File: config.mk
export PLATFORM = sky130hd
export DESIGN_NAME = if_prefetch_queue
export DESIGN_NICKNAME = d
export VERILOG_FILES = /design/src/rtl/if_prefetch_queue.sv
export SDC_FILE = /design/constraint.sdc
export NUM_CORES = 1
export LEC_CHECK = 0
export BUFFER_PORTS_ARGS = -buffer_cell sky130_fd_sc_hd__buf_2
export CAP_MARGIN = 10
export CORE_ASPECT_RATIO = 0.5
export CORE_UTILIZATION = 30
export CTS_CLUSTER_DIAMETER = 50
export DETAILED_ROUTE_END_ITERATION = 8
export PLACE_DENSITY = 0.55
export SETUP_SLACK_MARGIN = 0.05
export SYNTH_ARGS = -nofsm -noshare
export SYNTH_HDL_FRONTEND = slang
export SYNTH_SLANG_ARGS = --single-unit
File: constraint.sdc
create_clock -name clk -period 3.2 [get_ports clk]
set_input_delay 0.64 -clock clk [delete_from_list [all_inputs] [get_ports clk]]
set_output_delay 0.64 -clock clk [all_outputs]
set_load 0.005 [all_outputs]
File: src/rtl/if_prefetch_queue.sv
// Instruction-fetch stage: owns the fetch PC, drives instruction memory and
// buffers {pc, instruction} pairs in a small FIFO toward decode.
module if_prefetch_queue #(
   parameter int               DEPTH    = 4,
   parameter int               ADDR_W   = 64,
   parameter int               INSTR_W  = 32,
   parameter logic [ADDR_W-1:0] RESET_PC = '0
) (
   input  logic                       clk,
   input  logic                       reset,
   output logic [ADDR_W-1:0]          imem_addr,
   input  logic [INSTR_W-1:0]         imem_data,
   input  logic                       redirect_valid,
   input  logic [ADDR_W-1:0]          redirect_pc,
   output logic                       id_valid,
   input  logic                       id_ready,
   output logic [INSTR_W-1:0]         id_instr,
   output logic [ADDR_W-1:0]          id_pc,
   output logic [ADDR_W-1:0]          id_pc_plus4,
   output logic [$clog2(DEPTH):0]     count
);

   localparam int PTR_W = $clog2(DEPTH);
   localparam int CNT_W = PTR_W + 1;
   localparam logic [CNT_W-1:0] FULL_COUNT = CNT_W'(DEPTH);

   logic [ADDR_W-1:0]  fetch_pc;
   logic [PTR_W-1:0]   rd_ptr;
   logic [PTR_W-1:0]   wr_ptr;
   logic [CNT_W-1:0]   occupancy;
   logic [ADDR_W-1:0]  pc_mem    [DEPTH];
   logic [INSTR_W-1:0] instr_mem [DEPTH];
   logic               pop;
   logic               push;

   assign imem_addr = fetch_pc;
   assign count     = occupancy;

   // A redirect hides the head so decode can never consume a stale entry.
   assign id_valid    = (occupancy != '0) && !redirect_valid;
   assign id_instr    = instr_mem[rd_ptr];
   assign id_pc       = pc_mem[rd_ptr];
   assign id_pc_plus4 = pc_mem[rd_ptr] + ADDR_W'(4);

   // A full queue still fetches when the head leaves in the same cycle.
   assign pop  = id_valid && id_ready;
   assign push = !redirect_valid && ((occupancy < FULL_COUNT) || pop);

   always_ff @(posedge clk) begin
      if (push) begin
         pc_mem[wr_ptr]    <= fetch_pc;
         instr_mem[wr_ptr] <= imem_data;
      end
   end

   always_ff @(posedge clk or negedge reset) begin
      if (!reset) begin
         fetch_pc  <= RESET_PC;
         rd_ptr    <= '0;
         wr_ptr    <= '0;
         occupancy <= '0;
      end else if (redirect_valid) begin
         fetch_pc  <= {redirect_pc[ADDR_W-1:2], 2'b00};
         rd_ptr    <= '0;
         wr_ptr    <= '0;
         occupancy <= '0;
      end else begin
         if (push) begin
            fetch_pc <= fetch_pc + ADDR_W'(4);
            wr_ptr   <= wr_ptr + PTR_W'(1);
         end
         if (pop) begin
            rd_ptr <= rd_ptr + PTR_W'(1);
         end
         if (push && !pop) begin
            occupancy <= occupancy + CNT_W'(1);
         end else if (pop && !push) begin
            occupancy <= occupancy - CNT_W'(1);
         end
      end
   end

endmodule
# Word level (Yosys, flattened, before mapping)
# Memories as Yosys holds them, arrays and structs flattened.
# Cells that the tools add are included.
[totals]
n_memories = 2
register_bits = 71
latchBits = 0
ramBits = 384
mem_bits_ro = 0
word_cells = 37
in_bits = 100
output_inout_bits = 228
[memory_table]
columns = ["name", "words", "word_bits", "read_ports", "rd_clocked_by_memory_dff", "wr", "line", "source"]
rows = [
  ["pc_mem", 4, 64, 1, 0, 1, "31", "logic [ADDR_W-1:0] pc_mem [DEPTH];"],
  ["instr_mem", 4, 32, 1, 0, 1, "32", "logic [INSTR_W-1:0] instr_mem [DEPTH];"],
]
[op_classes]
eq_ne = 0
multipliers = 0
n_bitwise = 0
shift = 0
addsub = 6
muxes = 11
div = 0
order_cmp = 1
n_reduce_logical = 13
[op_table]
columns = ["cell", "n"]
rows = [
  ["$add 64x3->64 const B", 2],
  ["$mux 64", 2],
  ["$mux 3", 3],
  ["$mux 2", 4],
  ["$reduce_bool 3->1", 2],
  ["$logic_and 1x1->1", 5],
  ["$add 2x1->2 const B", 2],
  ["$reduce_bool 2->1", 2],
  ["$add 3x1->3 const B", 1],
  ["$logic_not 1->1", 3],
  ["$lt 3x3->1 const B", 1],
  ["$sub 3x1->3 const B", 1],
  ["$mux 1", 2],
  ["$logic_or 1x1->1", 1],
]

# Depth between registers and ports, before layout
# Gate-level depths: netlist of run 1.
[depth]
word_depth = 10
mapped_depth = 11

# Least setup slack after synthesis of run 1
# OpenSTA, ideal clock, no wires.
[synth_path]
kind = "input port to flip-flop"
start = "input port redirect_valid"
end = "memory instr_mem[0][0] (enable)"
t_arrival_ns = 3.426
cell_stages = 4
required_ns = 2.737
setup_ns = 0.463
slack_ns = -0.689
path_cell_list = "clkbuf_1 > clkbuf_1 > a21oi_1 > and2_1"
[synth_between]
elab_chain_cells = 7
[synth_lines]
columns = ["element", "line", "source"]
rows = [
  ["start: declaration", "13", "input logic redirect_valid,"],
  ["$logic_not 1->1 (*)", "40, 47", ""],
  ["$logic_and 1x1->1", "40", "assign id_valid = (occupancy != '0) && !redirect_valid;"],
  ["$logic_and 1x1->1", "46", "assign pop = id_valid && id_ready;"],
  ["$logic_or 1x1->1", "47", "assign push = !redirect_valid && ((occupancy < FULL_COUNT) || pop);"],
  ["$logic_and 1x1->1 (*)", "47", ""],
  ["$mux 1 (*)", "50", "if (push) begin"],
  ["$mux 1 (implied by the code) (*)", "52", "instr_mem[wr_ptr] <= imem_data;"],
  ["end: declaration", "32", ""],
]
# Every way passes the cells marked *; elsewhere a longest branch is shown, timed or not.

# Worst setup path after layout of run 1
[layout_path]
start = "register rd_ptr[0]"
end = "output port id_pc_plus4[59]"
[layout_between]
elab_chain_cells = 2
[layout_lines]
columns = ["element", "line", "source"]
rows = [
  ["start: declaration", "28", "logic [PTR_W-1:0] rd_ptr;"],
  ["start signal: assignment", "73", "rd_ptr <= rd_ptr + PTR_W'(1);"],
  ["$mem_v2 4x64", "--", ""],
  ["$add 64x3->64", "43", "assign id_pc_plus4 = pc_mem[rd_ptr] + ADDR_W'(4);"],
  ["end: declaration", "19", "output logic [ADDR_W-1:0] id_pc_plus4,"],
]
# Every way passes these cells.

==> results.txt, run 1 <==
* Outcome: complete, but fails checks
- The checks that failed: negative setup slack.
- Counting the buffers created by CTS gives between 40 and 50.
- First-pass GRT wire length: around 74,000 um
- Worst setup startpoint: rd_ptr[0]$_DFFE_PN0P_
- Timing analysis after detailed placement gives a worst setup slack of -0.152 ns.
- Summing all placed instances gives a cell area of 22,400 um^2.
- Via count: around 11,000
- Setup slack on the critical path of the routed design comes to -0.579 ns.
- The die is roughly 180 um tall.
- Delay of the slowest critical-path stage: 0.54 ns
* Number of antenna violations at the first check in global routing: 3
* Overflow left after global routing: 0
* Area of the die: 64,500 um^2
* Async SR Flop Fraction: 0.155
- The synthesized design contains 376 enable-type register cells.
- Maximum clock rate: around 260 MHz
* Clock sink total: about 450
- The worst setup path is launched from a flop.
- Slowest cell on the critical path: dfrtp_4
- CTS H-tree depth: 2
- Library cell used as clock root buffer: clkbuf_16
- In this design, the largest share of critical-path delay is due to simple AND/OR/NAND/NOR gates.
- For this run, the total global-route usage over all layers was measured as 0.152.
- I/O pin count: ~330
- Hold violation count in the final report: 0
- In the final design database the tool counted 1,698 nets.
- After synthesis the netlist holds a flip-flop and latch count of ~450.
- Number of library cell types mapped by synthesis: 50
- Setup repair after global routing could not meet its margin everywhere.
- The worst hold path belongs to the class in2async.
- Post-Synthesis Cells: roughly 1,100
- FF-to-FF path depth: 6
- Floorplan die width: 358 um
* Reg-to-Reg Start: imem_addr[4]$_DFFE_PN0N_
- For this design, the CTS-stage hold fixing added 0 buffers.
- The number of buffers and inverters on the critical path is 3.
- Final slew viol count: 0
- Number of setup violations in the final report: 56
* Post-synthesis cell area: about 19,000 um^2
- From synthesis to final layout, the design area changed by 27.9%.
- STA puts the critical path data arrival time at approximately 3.1 ns.
- VDD sags by at most 410 uV.
- The total area inside the core boundary comes to slightly above 60,000 um^2.
- The library cell used most frequently in the layout, excluding fill and tap cells, is edfxtp_1.
* Final period util: 1.18
- The number of global-route vias before repair came to 11,800.
- In this run the critical register-to-register path is captured at imem_addr[49]$_DFFE_PN0N_.
- Wires add up to around 50,000 um.
- The initial utilization of the core area, before any placement, comes to 0.308.
- Half-perimeter wire length after placement: between 30,000 and 40,000 um
- Number of port buffers: roughly 320
- The first detailed-routing pass ran for 5 iterations.
- For the pin with the worst max-slew slack, the measured transition is 0.780 ns.
- On the final layout, the worst clock skew is between 0.015 and 0.02 ns.
- Min Tclk post-route: around 3.8 ns
- Count of unresolved DRC violations after routing: 0
- Share of the yosys chip area belonging to registers: 0.684
* Initial detailed-routing violation count: 673
- Reported leakage power: 8.83 nW
- Of all nets on the critical path, the largest fanout is 21.
- Routability-driven placement finished with a final weighted congestion of between 0.8 and 0.9.
* Mean number of vias per cell: around 4.7
- Critical path, cell by cell: buf_12, mux4_2, and4_1, and4_4, nand3_4, buf_4, nor4_4, xnor2_2, buf_2
* Per-cell routed wire length: 20.2 um
- Headroom to the max-slew limit: 0.480
- For flop-to-flop paths, the worst setup slack is 0.54 ns.
- The initialized floorplan defines 64 standard-cell rows.
- Worst Setup End Kind: primary output
* Largest net degree at the start of global routing: 80
* Yosys warnings: 0
- By startpoint and endpoint, the worst setup path is classified as reg2out.
- Once layout is done, the placed cells without fillers occupy 24,400 um^2.
* Register clock-pin slew on the reported worst setup and hold paths: 0.06 ns
- In the final layout, the share of cells above drive strength 1 is 0.422.
- Averaged over all synthesized cells, the footprint is between 15 and 20 um^2.
* Top flip-flop cell by instance count after synthesis: edfxtp_1
- TritonCTS built the clock tree.
- The tool flagged a number of max-cap violations equal to 0.
- Dividing total power by cell area gives a power density of roughly 730 nW/um^2.
* Clock latency on the worst-skew pair: ~0.56 ns
* Leading cell types in the layout, fill and taps excluded: edfxtp_1, buf_2, nand2_1
* Bufs on Longest Clock Path: 3
- Final ANT Viol Nets: 0
- Data on the critical path is required at its endpoint by 2.56 ns.
[metrics by stage]
step                std cells  setup TNS, ns  power, W  hold WS [ns]  utilization
floorplan                1139              0    0.0101         0.344            -
global placement         2349         -0.549    0.0126         0.562        0.362
detailed placement       2349         -0.705    0.0126         0.571        0.362
CTS                      2446         -24.77    0.0181         0.112        0.391
global route             2456         -29.51    0.0187         0.121        0.394
finish                   2456         -22.39    0.0179        0.0876        0.394
[cells by family after synthesis]
family | Yosys count | share of synthesized area
compound gates | 68 | 0.0204
other cells | 1 | 0.000197
fa+ha+maj | 7 | 0.00499
xor+xnor | 124 | 0.0570
flops | 445 | 0.684
mux | 98 | 0.115
buf+inv | 74 | 0.0246
simple gates | 317 | 0.0942
[worst reg2reg max path: cells and delay by family (launching register included)]
family / cells / cell delay [ns]
muxes: 1 / 0.27
AOI/OAI and AO/OA: 1 / 0.51
xor gates and xnor gates: 1 / 0.11
DFF: 1 / 0.55
and+or+nand+nor: 3 / 1.14
[state kept, by name, summed over array words and instances (netlist names)]
name and flops:
count 3, rd_ptr 2, wr_ptr 2, imem_addr 62
instr_mem 128, pc_mem 248
[what timing repair did]
item | CTS | global route
pin swaps | 5 | 8
setup endpoints to repair | 84 | 84
setup buffers | 12 | 6
gates cloned | 0 | 1
resized for setup | 32 | 24
[cell usage after synthesis, types with 2 or more instances]
master	count	area (um^2)
clkbuf_1	19	71.3
nor4_1	3	18.8
buf_12	5	100
and4_1	8	70.1
a21oi_1	5	25.0
mux2_2	3	33.8
buf_2	6	30.0
nand2b_1	2	12.5
nand4_1	24	150
dfrtp_1	69	1730
buf_6	6	67.6
buf_1	3	11.3
nand3_2	2	20.0
nor2_4	2	22.5
nand4_4	4	85.1
a2111oi_4	2	55.1
o21ai_0	59	295
inv_1	22	82.6
nand3_1	36	180
edfxtp_1	376	11300
mux4_2	86	1940
ha_1	6	75.1
nor3_1	32	160
mux4_1	8	210
nor3_2	10	100
nand2_1	114	428
nor2_1	38	143
and2_1	8	50.1
and3_1	9	56.3
xnor2_1	69	604
or3_1	2	12.5
nand4_2	3	37.5
nor4_2	8	100
xor2_1	55	482
buf_4	12	90.1
nand3_4	3	52.6
nor3_4	2	32.5
[final cells by class]
cell class	instances	area [um^2]
repair buffers	456	2940
fillers	5805	37500
diodes	3	7.51
clock inverters	22	243
clock buffers	63	1260
well taps	825	1030
flip-flops and latches	445	13000
inverters	22	82.6
multi-input cells	620	5770
[report_power, final]
group	internal, W	switching (W)	leakage, nW
logic	0.00246	0.00261	3.80
clock network	0.00311	0.00222	0.733
registers	0.00711	0.000368	4.30
[routing by layer]
layer	GRT usage	vias to the layer above	part of all wire
met1	0.179	5903	0.39
met5	0	-	0
met3	0.0198	84	0.031
met2	0.284	188	0.55
li1	-	5265	-
met4	0.0519	0	0.029
[how the worst max path moves through the flow]
| stage | to | cells after the start |
|---|---|---|
| floorplan | id_pc_plus4[38] | 11 |
| finish | id_pc_plus4[59] | 9 |
| global placement | id_pc_plus4[63] | 10 |
| detailed placement | id_pc_plus4[63] | 10 |
| global route | id_pc_plus4[59] | 10 |
| CTS | id_pc_plus4[61] | 10 |
(Power assumes the default switching activity.)
==> run 2: changes to the inputs <==
--- a/config.mk
+++ b/config.mk
@@ -8,10 +8,11 @@
 export BUFFER_PORTS_ARGS = -buffer_cell sky130_fd_sc_hd__buf_2
 export CAP_MARGIN = 10
 export CORE_ASPECT_RATIO = 0.5
-export CORE_UTILIZATION = 30
+export CORE_UTILIZATION = 51
 export CTS_CLUSTER_DIAMETER = 50
 export DETAILED_ROUTE_END_ITERATION = 8
-export PLACE_DENSITY = 0.55
+export MAX_ROUTING_LAYER = met4
+export PLACE_DENSITY = 0.81
 export SETUP_SLACK_MARGIN = 0.05
 export SYNTH_ARGS = -nofsm -noshare
 export SYNTH_HDL_FRONTEND = slang
==> run 2 against run 1 <==
  * The flow still finishes with violations (negative setup slack)
  * Clock power is 10% lower
  * Non-clock buffer count is 19 lower
  * Critical path depth stayed put
  * Fmax is 2.0% lower
  * Setup slack worse by 0.076 ns
  * Critical path type unchanged
  * First-iteration DRC count is 33% higher
  * Die area is 41% lower
  * Largest power group unchanged
  * Sequential power is 0.5% higher
  * Cell area is 3.6% lower
  * Register-to-register slack worse by 0.22 ns
  * Clock-buffer cell count is 5 lower
  * Via count is 4.6% higher
==> results.txt, run 2 (synthesis results as in run 1) <==
* Outcome: complete, but fails checks (unchanged)
- Failing checks: negative setup slack (unchanged)
* Initial detailed-routing violation count: 895 (was 673)
- The count of max-cap constraint violations came to 0 (unchanged).
* Detailed-route wire length: 46,800 um (was 49,700 um)
- The final max-slew violation count was 0 (unchanged).
- The fraction of final layout cells with drive strength greater than 1 came to 0.407 (was 0.422).
* Dpl ws: -0.173 ns (was -0.152 ns)
- Clock sink total: 445 (unchanged)
- The number of rows created at floorplan was 49 (was 64).
- Power density over the cells: 731 nW/um^2 (was 734 nW/um^2)
* Worst hold-check path type: in2async (unchanged)
- The worst hold slack came to 0.270 ns (was 0.0876 ns).
- Post-layout worst setup margin: -0.656 ns (was -0.579 ns)
- Per-cell routed wire length: 22.4 um (was 20.2 um)
* Routability congestion estimate: 0.920 (was 0.804)
- The arrival time at the worst endpoint is 3.22 ns (was 3.14 ns).
- Mean number of vias per cell: 5.75 (was 4.66)
- Post-route insts no fill: 2,083 (was 2,456)
- Worst setup path class: reg2out (unchanged)
- Post-layout net count: 1,673 (was 1,698)
- Min Tclk post-route: 3.86 ns (was 3.78 ns)
- Area of the die: 38,200 um^2 (was 64,500 um^2)
- Worst IR drop on VDD: 420 uV (was 410 uV)
- Bufs on Longest Clock Path: 3 (unchanged)
- The area growth from synthesis to layout is 23.3% (was 27.9%).
- The TritonCTS clock tree is yes (unchanged).
- The number of antenna violations at the first check in global routing is 3 (unchanged).
- Hold violation count in the final report: 0 (unchanged)
- Total clock buffers created by CTS: 40 (was 46)
- The largest net degree at the start of global routing came to 94 (was 80).
- CTS Hold Buffers Added: 0 (unchanged)
- Worst Setup End Kind: primary output (unchanged)
- The number of port buffers was 319 (unchanged).
* Final period util: 1.20 (was 1.18)
- Cell count after placement: 1,991 (was 2,349)
- The DRC violation count after routing was 0 (unchanged).
- The number of cells traversed by the worst register-to-register path came to 6 (unchanged).
- Maximum clock rate: 259 MHz (was 265 MHz)
- The total negative slack for setup checks is -26.31 ns (was -22.39 ns).
* Number of global-route vias before repair: 12,500 (was 11,800)
- Final ANT Viol Nets: 0 (unchanged)
- Half-perimeter wire length after placement: 31,500 um (was 34,800 um)
* Detailed-router iteration count before antenna repair: 5 (unchanged)
* Setup clock skew after layout: 0.0257 ns (was 0.0185 ns)
* Clock latency on the worst-skew pair: 0.55 ns (was 0.56 ns)
- Startpoint kind of the worst setup timing path: flop (unchanged)
- CTS H-tree depth: 2 (unchanged)
* Core Area: 36,400 um^2 (was 61,900 um^2)
* Final Power: 0.0172 W (was 0.0179 W)
- The clock transition at the registers of the reported paths is 0.07 ns (was 0.06 ns).
* Global-route total usage across every layer: 0.256 (was 0.152)
* Number of flip-flops in the largest register: 248 (unchanged)
* Transition at the pin with the smallest max-transition slack: 1.01 ns (was 0.780 ns)
* Overflow left after global routing: 0 (unchanged)
* Floorplan die width: 275 um (was 358 um)
- The initial cell density of the core was 0.524 (was 0.308).
* Leading cell types in the layout, fill and taps excluded: edfxtp_1, buf_2, nand2_1 (unchanged)
- RSZ-0062 raised after global routing: yes (unchanged)
- The global-route wire length before repair is 71,700 um (was 74,400 um).
- Critical path peak fanout: 21 (unchanged)
* Number of setup violations in the final report: 57 (was 56)
- The tightest slew margin relative to the limit came to 0.326 (was 0.480).
- The required time of the critical path is 2.56 ns (about the same).
- The most flop-heavy register is pc_mem (unchanged).
- The leakage power total came to 8.63 nW (was 8.83 nW).
* I/O pin count: 328 (unchanged)
* Library cell used as clock root buffer: clkbuf_16 (unchanged)
- The total via count after detailed routing is 12,000 (was 11,400).
- The commonest non-fill, non-tap cell in the layout is edfxtp_1 (unchanged).
* Die span in y: 139 um (was 180 um)
run 2: changes by cell type in the layout (fill, tap and decap cells not counted), sizes merged:
cell      change
buf          -18
clkbuf        -6
clkinv        -5
clkinvlp      -1
inv           -2
run 2: final timing paths:
| path | to | slack [ns] | from |
|---|---|---|---|
| worst min register to register | pc_mem[2][63]$_DFFE_PP_ | 0.58 | imem_addr[63]$_DFFE_PN0N_ |
| worst max-delay path | id_pc_plus4[52] | -0.66 | rd_ptr[0]$_DFFE_PN0P_ |
| min in group clk | imem_addr[61]$_DFFE_PN0N_ | 0.30 | redirect_pc[61] |
| max in group asynchronous | rd_ptr[0]$_DFFE_PN0P_ | 2.18 | reset |
| worst min-delay path | imem_addr[15]$_DFFE_PN0N_ | 0.27 | reset |
| worst max register to register | imem_addr[40]$_DFFE_PN0N_ | 0.32 | imem_addr[4]$_DFFE_PN0N_ |
run 2: report_power, final:
part / total (W) / switching, W / internal [W]
Sequential: 0.00752 / 0.000408 / 0.00711
Combinational: 0.00485 / 0.00250 / 0.00235
Clock: 0.00479 / 0.00205 / 0.00275
Total: 0.0172 / 0.00495 / 0.0122
run 2: metal layers:
metal | global-route usage | share of wire | wire [um] | vias to the layer above
met4 | 0.108 | 0.038 | 1770 | 0
li1 | - | - | - | 5217
met1 | 0.314 | 0.38 | 17800 | 6093
met2 | 0.423 | 0.52 | 24400 | 523
met5 | - | 0 | 0 | -
met3 | 0.0407 | 0.058 | 2710 | 138
run 2: per-stage QoR:
| step | utilization | instance area [um^2] |
|---|---|---|
| detailed placement | 0.601 | 21800 |
| floorplan | - | 19100 |
| CTS | 0.641 | 23300 |
| finish | 0.646 | 23500 |
| global route | 0.646 | 23500 |
| global placement | 0.601 | 21800 |
run 2: layout make-up:
cell class                 instances  area, um^2
multi-input combinational        620        5760
clock inverter                    14         184
clock buffer                      58        1110
sequential                       445       13000
inverter                          22        82.6
tap                              484         606
antenna                            3        7.51
fill                            2450       12900
timing repair buffer             437        2710
run 2: repair_timing:
| item | 4_1_cts | 5_1_grt |
|---|---|---|
| resized for setup | 25 | 22 |
| setup endpoints to repair | 82 | 83 |
| buffers inserted | 10 | 7 |
| pin swaps | 14 | 6 |
run 2: worst max-delay path, stage by stage, from the launching register on:
cell and delay [ns]:
dfrtp_4 0.57, buf_12 0.21, mux4_1 0.36, and4_1 0.23
and4_4 0.32, nand3_4 0.14, buf_12 0.19, nor4_4 0.26
xor2_1 0.21, buf_2 0.16
==> run 3: changes to the inputs <==
--- a/config.mk
+++ b/config.mk
@@ -13,6 +13,7 @@
 export DETAILED_ROUTE_END_ITERATION = 8
 export MAX_ROUTING_LAYER = met4
 export PLACE_DENSITY = 0.81
+export RECOVER_POWER = 25
 export SETUP_SLACK_MARGIN = 0.05
 export SYNTH_ARGS = -nofsm -noshare
 export SYNTH_HDL_FRONTEND = slang
==> run 3 against run 2 <==
  * Clock skew is essentially flat
  * Highest routed layer unchanged
  * Via count is essentially flat
  * The flow still finishes with violations (negative setup slack)
  * Largest power group unchanged
  * Cell area is 0.17% lower
  * Sequential power hardly changed
  * Critical path depth is the same
  * Global-route usage did not move
==> results.txt, run 3 (synthesis results as in run 1) <==
* Initial detailed-routing violation count: 891 (was 895)
- Final period util: 1.21 (was 1.20)
- Overflow left after global routing: 0 (unchanged)
- Number of setup violations in the final report: 57 (unchanged)
- The number of detailed-routing iterations run before antenna repair came to 5 (unchanged).
- Number of antenna violations at the first check in global routing: 3 (unchanged)
- The startpoint of the most critical setup path was rd_ptr[0]$_DFFE_PN0P_ (unchanged).
* Detailed-route wire length: 46,800 um (about the same)
* First-pass GRT wire length: 71,700 um (unchanged)
- RSZ-0062 raised after global routing: yes (unchanged).
- Failing checks: negative setup slack (unchanged).
- The cell repeated most along the worst path was buf_12 (unchanged).
* Area of the die: 38,200 um^2 (unchanged)
* Maximum clock rate: 259 MHz (about the same)
- Final ANT Viol Nets: 0 (unchanged)
- The total global-route track usage was 0.256 (unchanged).
- Terminus of the critical flop-to-flop path: imem_addr[40]$_DFFE_PN0N_ (unchanged)
* Max-Cap Viols: 0 (unchanged)
- The count of nets after finishing was 1,673 (unchanged).
- Proportion of layout cells with a drive suffix above 1: 0.387 (was 0.407)
* Leading cell types in the layout, fill and taps excluded: edfxtp_1, buf_2, nand2_1 (unchanged)
- Endpoint of the worst setup timing path: id_pc_plus4[52] (unchanged)
- The total power density per cell area is 732 nW/um^2 (was 731 nW/um^2).
- The final worst setup slack was -0.658 ns (was -0.656 ns).
- The type of element launching the critical path was a flop (unchanged).
- Outcome: complete, but fails checks (unchanged).
* Transition at the pin with the smallest max-transition slack: 1.01 ns (about the same)
- Required time of the worst setup path: 2.56 ns (about the same)
- The most flop-heavy register is pc_mem (unchanged).
* Worst Setup End Kind: primary output (unchanged)
- The maximum number of buffers from clock root to sink came to 3 (unchanged).
- Mean number of vias per cell: 5.75 (about the same)
* Hold violation count in the final report: 0 (unchanged)
- The detailed-placement wirelength estimate is 31,500 um (unchanged).
* Critical path, cell by cell: buf_12, mux4_1, and4_1, and4_4, nand3_4, buf_12, nor4_4, xor2_1, buf_2 (unchanged)
- CTS tree: yes (unchanged)
- Synth-to-layout area growth: 23.1% (was 23.3%)
- The delay of the slowest cell on the worst path came to 0.57 ns (about the same).
- Largest net degree at the start of global routing: 94 (unchanged)
- Worst setup path class: reg2out (unchanged)
* Library cell used as clock root buffer: clkbuf_16 (unchanged)
* I/O pin count: 328 (unchanged)
- Reported leakage power: 8.55 nW (was 8.63 nW)
- The commonest non-fill, non-tap cell in the layout is edfxtp_1 (unchanged).
- The standard cell core area is 36,400 um^2 (unchanged).
* Reg-to-Reg Start: imem_addr[4]$_DFFE_PN0N_ (unchanged)
* Initial Util: 0.524 (unchanged)
* Routability congestion estimate: 0.920 (unchanged)
- Slowest cell on the critical path: dfrtp_4 (unchanged)
* Die span in y: 139 um (unchanged)
- The arrival time at the worst endpoint was 3.22 ns (about the same).
* Floorplan die width: 275 um (unchanged)
- The worst hold slack was 0.269 ns (was 0.270 ns).
* Summed area of non-filler cells in the final layout: 23,400 um^2 (was 23,500 um^2)
- Worst IR drop on VDD: 420 uV (about the same)
- Total clock buffers created by CTS: 40 (unchanged)
- The worst clock skew on the final layout is 0.0253 ns (was 0.0257 ns).
- The final max-slew violation count was 0 (unchanged).
- Setup TNS after final layout: -26.51 ns (was -26.31 ns)
- The DRC violation count after routing was 0 (unchanged).
* Clock latency on the worst-skew pair: 0.55 ns (about the same)
* Number of flip-flops in the largest register: 248 (unchanged)
- Number of port buffers: 319 (unchanged)
* FF-to-FF path depth: 6 (unchanged)
- Number of global-route vias before repair: 12,500 (unchanged)
* Worst hold-check path type: in2async (unchanged)
- Via count: 12,000 (about the same)
- Min Tclk post-route: 3.86 ns (about the same)
- Critical path peak fanout: 21 (unchanged)
- The tightest slew margin relative to the limit came to 0.325 (was 0.326).
- Cell Area, Placed: 21,800 um^2 (unchanged)
- Row cnt: 49 (unchanged)
- Dpl ws: -0.173 ns (unchanged)
* Register clock-pin slew on the reported worst setup and hold paths: 0.07 ns (about the same)
* Clock sink total: 445 (unchanged)
- The share of the core filled with cells in the final layout came to 0.645 (was 0.646).
- Per-cell routed wire length: 22.5 um (was 22.4 um)
* Reg2Reg Setup Slack: 0.35 ns (was 0.32 ns)
- The number of levels the H-tree was split into is 2 (unchanged).
[run 3: timing repair]
item                                    4_1_cts  5_1_grt
hold endpoints to repair                      0        0
buffers inserted                             10        7
pin swaps                                    14        6
hold buffers                                  0        0
resized for setup                            25       22
endpoints found under the setup margin       82       83
[run 3: how the worst min path moves through the flow]
stage,end,slack (ns),cells past startpoint
3_3_place_gp,pc_mem[3][22]$_DFFE_PP_,0.52,0
2_1_floorplan,count[0]$_DFFE_PN0P_,0.34,0
4_1_cts,imem_addr[61]$_DFFE_PN0N_,0.28,3
6_report,imem_addr[15]$_DFFE_PN0N_,0.27,1
5_1_grt,imem_addr[48]$_DFFE_PN0N_,0.29,3
3_5_place_dp,pc_mem[3][63]$_DFFE_PP_,0.57,0
[run 3: final cells by class]
| type | instances | area (um^2) |
|---|---|---|
| sequential | 445 | 13000 |
| fill | 2467 | 12900 |
| multi-input combinational | 620 | 5760 |
| timing repair buffer | 437 | 2670 |
| clock buffer | 58 | 1110 |
| tap | 484 | 606 |
| clock inverter | 14 | 184 |
| inverter | 22 | 82.6 |
| antenna | 3 | 7.51 |
[run 3: where the power goes]
part	switching, W	total (W)	internal [W]
clock network	0.00205	0.00480	0.00275
logic	0.00250	0.00484	0.00235
registers	0.000408	0.00752	0.00711
[run 3: per-layer routing]
layer	wire length [um]	track usage
met1	17800	0.314
met2	24400	0.423
met3	2790	0.0407
met4	1810	0.108
met5	0	-
[run 3: through the flow]
stage / cells / power (W)
floorplan: 1139 / 0.0101
global placement: 1991 / 0.0121
detailed placement: 1991 / 0.0123
CTS: 2073 / 0.0172
global route: 2083 / 0.0179
finish: 2083 / 0.0172
[run 3: critical path, delay by kind of cell (launching register included)]
family	cells	cell delay, ns
xor+xnor	1	0.21
mux	1	0.36
simple gates	4	0.95
flops	1	0.57
buf+inv	3	0.56
